--- src/rtl/alu_pkg.sv ---
// alu_pkg: shared definitions for the byte-serial add/subtract sequencer.
//   BYTE_W                    width of the shared adder datapath
//   ST_IDLE/ST_RUN/ST_DONE    sequencer state encoding
package alu_pkg;

    localparam int BYTE_W = 8;

    localparam logic [1:0] ST_IDLE = 2'd0;
    localparam logic [1:0] ST_RUN  = 2'd1;
    localparam logic [1:0] ST_DONE = 2'd2;

    typedef enum logic [1:0] {
        S_IDLE = ST_IDLE,
        S_RUN  = ST_RUN,
        S_DONE = ST_DONE
    } state_e;

endpackage

--- src/rtl/adder_seq_ctrl_adder.sv ---
// Adder_8bit: the shared byte-wide adder the sequencer time-multiplexes.
//   a, b   in   8   addends
//   cin    in   1   carry in
//   sum    out  8   a + b + cin (mod 256)
//   cout   out  1   carry out of bit 7
module Adder_8bit
    import alu_pkg::*;
(
    input  logic [BYTE_W-1:0] a,
    input  logic [BYTE_W-1:0] b,
    input  logic              cin,
    output logic [BYTE_W-1:0] sum,
    output logic              cout
);

    assign {cout, sum} = {1'b0, a} + {1'b0, b} + {{BYTE_W{1'b0}}, cin};

endmodule

--- src/rtl/adder_seq_ctrl.sv ---
// adder_seq_ctrl: WORDS*8-bit add/subtract done one byte per clock on a single
// 8-bit adder, LSB byte first, with the carry chained through a register.
//   clk, rst_n           clock, async active-low reset
//   in_valid/in_ready    request handshake (op_sub, cin, op_a, op_b)
//   out_valid/out_ready  result handshake (result, cout, ovf)
//   busy                 high whenever the sequencer is not idle
//
// state | meaning
// IDLE  | waiting for a request, in_ready=1
// RUN   | one byte per edge through the shared adder, idx = current byte
// DONE  | result held with out_valid=1 until out_ready
module adder_seq_ctrl
    import alu_pkg::*;
#(
    parameter int WORDS = 4
) (
    input  logic                     clk,
    input  logic                     rst_n,
    input  logic                     in_valid,
    output logic                     in_ready,
    input  logic                     op_sub,
    input  logic                     cin,
    input  logic [BYTE_W*WORDS-1:0]  op_a,
    input  logic [BYTE_W*WORDS-1:0]  op_b,
    output logic                     out_valid,
    input  logic                     out_ready,
    output logic [BYTE_W*WORDS-1:0]  result,
    output logic                     cout,
    output logic                     ovf,
    output logic                     busy
);

    localparam int N     = BYTE_W * WORDS;
    localparam int IDX_W = (WORDS > 1) ? $clog2(WORDS) : 1;
    localparam logic [IDX_W-1:0] IDX_LAST = IDX_W'(WORDS - 1);

    state_e            state_q;
    logic [IDX_W-1:0]  idx_q, idx_d;
    logic [N-1:0]      a_q, b_q, result_q;
    logic              carry_q, cout_q, ovf_q;
    logic              in_ready_q, out_valid_q, busy_q;

    logic [BYTE_W-1:0] a_byte, b_byte, sum_byte;
    logic              add_cout, ovf_d;

    assign a_byte = a_q[BYTE_W*idx_q +: BYTE_W];
    assign b_byte = b_q[BYTE_W*idx_q +: BYTE_W];
    assign idx_d  = idx_q + IDX_W'(1);

    // Signed overflow only matters on the top byte: operands share a sign
    // and the sum sign differs. b_q is already inverted for subtract.
    assign ovf_d = (a_byte[BYTE_W-1] ~^ b_byte[BYTE_W-1]) &
                   (a_byte[BYTE_W-1] ^ sum_byte[BYTE_W-1]);

    Adder_8bit u_adder (
        .a    (a_byte),
        .b    (b_byte),
        .cin  (carry_q),
        .sum  (sum_byte),
        .cout (add_cout)
    );

    always_ff @(posedge clk or negedge rst_n) begin
        if (!rst_n) begin
            state_q     <= S_IDLE;
            idx_q       <= '0;
            a_q         <= '0;
            b_q         <= '0;
            carry_q     <= 1'b0;
            result_q    <= '0;
            cout_q      <= 1'b0;
            ovf_q       <= 1'b0;
            in_ready_q  <= 1'b1;
            out_valid_q <= 1'b0;
            busy_q      <= 1'b0;
        end else begin
            case (state_q)
                S_IDLE: begin
                    if (in_valid && in_ready_q) begin
                        a_q        <= op_a;
                        b_q        <= op_b ^ {N{op_sub}};
                        // Subtract is A + ~B + 1, so cin is overridden.
                        carry_q    <= op_sub | cin;
                        idx_q      <= '0;
                        state_q    <= S_RUN;
                        in_ready_q <= 1'b0;
                        busy_q     <= 1'b1;
                    end
                end
                S_RUN: begin
                    result_q[BYTE_W*idx_q +: BYTE_W] <= sum_byte;
                    carry_q <= add_cout;
                    if (idx_q == IDX_LAST) begin
                        cout_q      <= add_cout;
                        ovf_q       <= ovf_d;
                        state_q     <= S_DONE;
                        out_valid_q <= 1'b1;
                    end else begin
                        idx_q <= idx_d;
                    end
                end
                S_DONE: begin
                    if (out_ready) begin
                        state_q     <= S_IDLE;
                        out_valid_q <= 1'b0;
                        in_ready_q  <= 1'b1;
                        busy_q      <= 1'b0;
                    end
                end
                default: begin
                    state_q     <= S_IDLE;
                    out_valid_q <= 1'b0;
                    in_ready_q  <= 1'b1;
                    busy_q      <= 1'b0;
                end
            endcase
        end
    end

    assign in_ready  = in_ready_q;
    assign out_valid = out_valid_q;
    assign result    = result_q;
    assign cout      = cout_q;
    assign ovf       = ovf_q;
    assign busy      = busy_q;

endmodule
--- config.mk ---
export PLATFORM = sky130hd
export DESIGN_NAME = adder_seq_ctrl
export DESIGN_NICKNAME = d
export VERILOG_FILES = /design/src/rtl/alu_pkg.sv /design/src/rtl/adder_seq_ctrl_adder.sv /design/src/rtl/adder_seq_ctrl.sv
export SDC_FILE = /design/constraint.sdc
export NUM_CORES = 1
export LEC_CHECK = 0
export ABC_AREA = 1
export CORE_AREA = 2 2 119 121
export CTS_CLUSTER_SIZE = 30
export DETAILED_ROUTE_END_ITERATION = 6
export DIE_AREA = 0 0 121 123
export GPL_TIMING_DRIVEN = 0
export PLACE_DENSITY = 0.67
export SLEW_MARGIN = 20
export SYNTH_ARGS = -nofsm -noshare
export SYNTH_HDL_FRONTEND = slang
export SYNTH_HIERARCHICAL = 1
export SYNTH_SLANG_ARGS = --single-unit
export TNS_END_PERCENT = 1
--- constraint.sdc ---
create_clock -name clk -period 3.81 [get_ports clk]
set_clock_uncertainty 0.15 [all_clocks]
set_input_delay 0.381 -clock clk [delete_from_list [all_inputs] [get_ports clk]]
set_output_delay 0.381 -clock clk [all_outputs]
set_load 0.01 [all_outputs]
# [Yosys cells after proc, flatten, opt, wreduce, memory -nomap -nowiden]
# Index checks and enable logic that the tools add are counted.
[totals] register_bits=106 latchBits=0 mem_bits_rw=0 romBits=0 output_inout_bits=37 wordCells=61 memories=0
[classes] addsub=4 multipliers=0 n_div=0 magnitude_cmp=0 eq_ne=7 shift=4 muxes=18 bitwise=7 n_reduce_logical=10
[op_table] cell="$shiftx 32x6->8" count=2
[op_table] cell="$neg 5->34" count=1
[op_table] cell="$shift 8x34->32 const A" count=1
[op_table] cell="$shiftx 8x34->32" count=1
[op_table] cell="$bwmux 32" count=1
[op_table] cell="$xor 32x32->32" count=1
[op_table] cell="$reduce_and 3->1" count=4
[op_table] cell="$mux 2" count=5
[op_table] cell="$add 8x8->9" count=1
[op_table] cell="$add 9x1->9" count=1
[op_table] cell="$pmux 1 s3" count=3
[op_table] cell="$ne 2x2->1 const B" count=4
[op_table] cell="$mux 1" count=6
[op_table] cell="$pmux 2 s3" count=1
[op_table] cell="$reduce_and 2->1" count=3
[op_table] cell="$eq 2x2->1 const B" count=2
[op_table] cell="$pmux 2 s2" count=1
[op_table] cell="$add 2x1->2 const B" count=1
[op_table] cell="$eq 2x1->1 const B" count=1
[op_table] cell="$logic_not 2->1" count=1
[op_table] cell="$not 1->1" count=2
[op_table] cell="$pmux 1 s2" count=1
[op_table] cell="$reduce_bool 2->1" count=1
[op_table] cell="$and 1x1->1" count=1
[op_table] cell="other kinds (4)" count=4

# [Logic depth before layout (Yosys ltp)]
[logic_depth] word_depth=5 depth_mapped=17 ltp_nobuf=15

# [Modules after synthesis]
# The synthesis kept the hierarchy.
[by_module_without_submodules] mod="adder_seq_ctrl" instances=1 cells_per_inst=570 area_each_um2=4988.5
[by_module_without_submodules] mod="Adder_8bit" instances=1 cells_per_inst=59 area_each_um2=384.1

# [Worst setup path before layout]
# No wires, ideal clock.
[synth_timing] path_kind="register to register" from="register idx_q[1]" to="register result_q[12] (netlist: result[12])" setup_ns=0.083 arrival_time_ns=2.537 setup_slack_ns=1.041 stages_incl_launch_ff=14 path_buffers=2 synth_period_minus_slack_ns=2.769 cell_sequence="dfrtp_1 > buf_4 > clkinv_1 > buf_2 > o21ai_0 > o22ai_1 > fa_1 > fa_1 > nand2_1 > nand2_1 > nand2_1 > xnor2_1 > nand3_1 > o21ai_0"
[synth_via] elab_chain_cells=5
[synth_rtl] element="from (decl)" line="adder_seq_ctrl.sv:38" rtl="logic [IDX_W-1:0] idx_q, idx_d;"
[synth_rtl] element="from (signal assigned)" line="adder_seq_ctrl.sv:99" rtl="idx_q <= idx_d;"
[synth_rtl] element="$shiftx 32x6->8" line="adder_seq_ctrl.sv:46" rtl="assign a_byte = a_q[BYTE_W*idx_q +: BYTE_W];"
[synth_rtl] element="named net a_byte[0]" line="adder_seq_ctrl.sv:43" rtl="logic [BYTE_W-1:0] a_byte, b_byte, sum_byte;"
[synth_rtl] element="$add 8x8->9" line="adder_seq_ctrl_adder.sv:16" rtl="assign {cout, sum} = {1'b0, a} + {1'b0, b} + {{BYTE_W{1'b0}}, cin};"
[synth_rtl] element="$add 9x1->9" line="adder_seq_ctrl_adder.sv:16"
[synth_rtl] element="named net sum_byte[4]" line="adder_seq_ctrl.sv:43"
[synth_rtl] element="$shiftx 8x34->32" line="adder_seq_ctrl.sv:91" rtl="result_q[BYTE_W*idx_q +: BYTE_W] <= sum_byte;"
[synth_rtl] element="$bwmux 32" line="adder_seq_ctrl.sv:91"
[synth_rtl] element="to (signal, indexed assignment)" line="adder_seq_ctrl.sv:91"
[synth_rtl] element="to (decl)" line="adder_seq_ctrl.sv:39" rtl="logic [N-1:0] a_q, b_q, result_q;"
# The timed path passes the listed nets, and every way through them passes these cells.
# A chain may end at the register's enable or synchronous reset.

# [Final worst setup path]
# Ends and elaborated chain as after synthesis.

==> metrics.md <==
| Metric | Value |
|---|---|
| CP max stage delay | `0.48 ns` |
| Initial drt markers | `around 260` |
| CP cell instances | `buf_4 > clkinv_1 > buf_2 > o21ai_0 > o22ai_1 > fa_1 > fa_1 > nand2_1 > nand2_1 > nand2_1 > xnor2_1 > nand3_1 > o21ai_0` |
| Total chip power | `5.940 mW` |
| Final setup fails | `0` |
| Endpoints failing hold | `0` |
| Syn_nets | `714` |
| Area leader, netlist | `dfrtp_1` |
| Critical Path End Type | `flip-flop` |
| FF+latch count, synth | `106` |
| Core area | `13610 um^2` |
| Max Cap Viol | `0` |
| CTS sink count | `106` |
| Wire per inst | `14.93 um` |
| Final HPWL DP | `10.77 mm` |
| Gate Count Post-Synth | `629` |
| Fin Hold WS | `0.3046 ns` |
| Number of global-route vias before repair | `approximately 4700` |
| Tot GR Track Use | `19.63%` |
| Ys async rst share | `100.0%` |
| Via count | `4645` |
| Crit path DAT | `3.49 ns` |
| Synth top area share | `between 40% and 50%` |
| RSZ-0062 raised after global routing | `false` |
| Area grow syn2layout | `30.46%` |
| Final setup TNS | `0 ns` |
| Placed insts | `915` |
| Ys flop type | `dfrtp_1` |
| P_leak | `3.262 nW` |
| Drc violations | `0` |
| Clock-pin slew on the worst setup and hold paths | `0.07 ns` |
| Share of cells above drive strength 1 | `8.910%` |
| H-tree levels | `3` |
| Clock buffer depth | `2` |
| Fin crit share | `88.67%` |
| Most used cell, CP | `nand2_1` |
| Die area | `roughly 15000 um^2` |
| Critical Path RT | `3.92 ns` |
| Critical path class | `reg -> reg` |
| Global route overflow | `0` |
| Final ANT Viol Nets | `0` |
| CTS tree | `built` |
| Mean post-synth cell area | `about 8.5 um^2` |
| Fraction of the yosys area taken by sequential cells | `49.39%` |
| Leading post-synthesis cells by cell area | `dfrtp_1, nand2_1, o21ai_0, xnor2_1, ha_1` |
| Synth warn | `6` |
| Slew @ Worst Pin | `roughly 0.46 ns` |
| Post-synth EDFFs | `0` |
| Pin count of the biggest net entering global routing | `85` |
| Clk root buf | `clkbuf_16` |
| Post-Syn Area | `5373 um^2` |
| Starting density of the core | `39.47%` |
| Vias/cell | `4.984` |
| Synth cell count leaders | `nand2_1, o21ai_0, dfrtp_1` |
| # nets final | `832` |
| FMAX | `0.2960 GHz` |
| Rows | `between 40 and 50` |
| Cell variety after synth | `33` |
| Port-buffer cells | `105` |
| Post-route insts no fill | `932` |
| # diodes | `0` |
| DR pass1 iterations | `5` |
| DRT Wirelength | `approximately 14 mm` |
| Tightest Hold Check Type | `in -> async` |
| Initial antenna violation count | `0` |
| Top-count cell post-synth | `nand2_1` |
| Core Util, Final | `51.49%` |
| Run status | `finished clean` |
| Gpl congestion | `0.8557` |
| Clk_lat worst skew | `0.34 ns` |
| Rel. slew slack | `69.45%` |
| Period minus WS final | `roughly 3.4 ns` |
| First-pass GRT wire length | `22.97 mm` |
| Crit path max fanout | `12` |
| Slowest stage cell, crit path | `fa_1` |
| Pwr dens | `847.5 nW/um^2` |
| Chip width | `121 um` |
| CTS buffer count | `9` |
| VDD IR max | `394.7 uV` |
| Slew Limit Fails | `0` |
| I/O pins | `107` |
| Startpoint types | `flip-flop` |
| Die height | `123 um` |
| # resized after CTS | `0` |
| Worst R2R Path Depth | `13` |
==> layout make-up <==
class | instances | area (um^2)
Multi-Input combinational cell | 463 | 2404
Buffer | 34 | 216.5
Fill cell | 1259 | 6603
Clock buffer | 11 | 242.7
Clock inverter | 5 | 78.83
Tap cell | 180 | 225.2
Sequential cell | 106 | 2654
Timing Repair Buffer | 107 | 1090
Inverter | 26 | 98.84
==> registers in the layout, summed over array words and instances, names as in the netlist <==
name,flops
busy,1
result,32
idx_q,2
state_q,2
carry_q,1
cout,1
in_ready,1
ovf,1
out_valid,1
b_q,32
a_q,32
==> routing by layer <==
layer,share of wire (%),up-vias,track usage (%)
met5,0,-,0
met2,50,135,34.69
met1,44,2212,25.20
li1,-,2283,-
met3,4.9,15,2.998
met4,1.5,0,5.233
==> path summary, 6_finish.rpt <==
kind,start,slack (ns),endpoint
setup / recovery,idx_q[1],0.43,result[12]
hold / removal,rst_n,0.30,busy
setup reg to reg,idx_q[1],0.43,result[12]
hold reg to reg,b_q[11],0.33,b_q[11]
max in group asynchronous,rst_n,2.55,b_q[24]
min in group clk,op_sub,0.31,b_q[13]
==> through the flow <==
| step | setup slack, ns | instance area [um^2] |
|---|---|---|
| 2_1_floorplan | 1.041 | 5373 |
| 3_3_place_gp | -1.660 | 6649 |
| 3_5_place_dp | 0.4898 | 6678 |
| 4_1_cts | 0.4662 | 7009 |
| 5_1_grt | 0.1669 | 7009 |
| 6_report | 0.4318 | 7009 |
==> layout by cell type (no fill, tap or decap), types with 2 or more instances in the layout <==
cell type,Yosys,layout
a21oi_1,3,3
buf_2,14,14
buf_4,8,8
buf_6,5,6
bufinv_16,0,2
clkbuf_1,4,5
clkbuf_16,0,9
clkbuf_2,3,3
clkdlybuf4s50_1,0,104
clkinv_2,1,3
dfrtp_1,105,105
fa_1,2,2
ha_1,13,13
inv_1,21,21
inv_2,3,3
nand2_1,194,194
nand2_2,3,3
nand3_1,25,25
nand3_2,2,2
nand4_4,2,2
nor2_1,36,36
nor2_2,3,3
o21ai_0,108,108
o21ai_1,15,15
o22ai_1,14,14
or2_4,2,2
xnor2_1,34,34
==> timing repair <==
item,CTS,global route
endpoints found under the hold margin,22,0
buffers inserted,0,0
hold buffers,1,0
==> critical path, delay by kind of cell, from the launching register on <==
family	cells	cell delay [ns]
AOI/OAI and AO/OA	3	0.47
adders and majority gates	2	0.90
DFF	1	0.41
and+or+nand+nor	4	0.47
buffers and inverters	3	0.73
xor gates and xnor gates	1	0.18
==> cells by family (layout without fill, tap and decap cells) <==
group                      after synthesis  in the layout  synth area share, %
AOI/OAI and AO/OA                      142            142                13.65
xor gates and xnor gates                35             35                5.706
adders and majority gates               15             15                3.773
buffers and inverters                   60            183                5.868
DFF                                    106            106                49.39
and+or+nand+nor                        271            271                21.61
==> where the power goes <==
group          leakage, nW  total [mW]  internal [mW]  switching, mW
registers             1.37        1.83           1.56          0.271
clock network        0.159       0.993          0.593          0.400
logic                 1.73        3.11           1.20           1.91
Note: power is estimated with default switching activity, not from simulation.
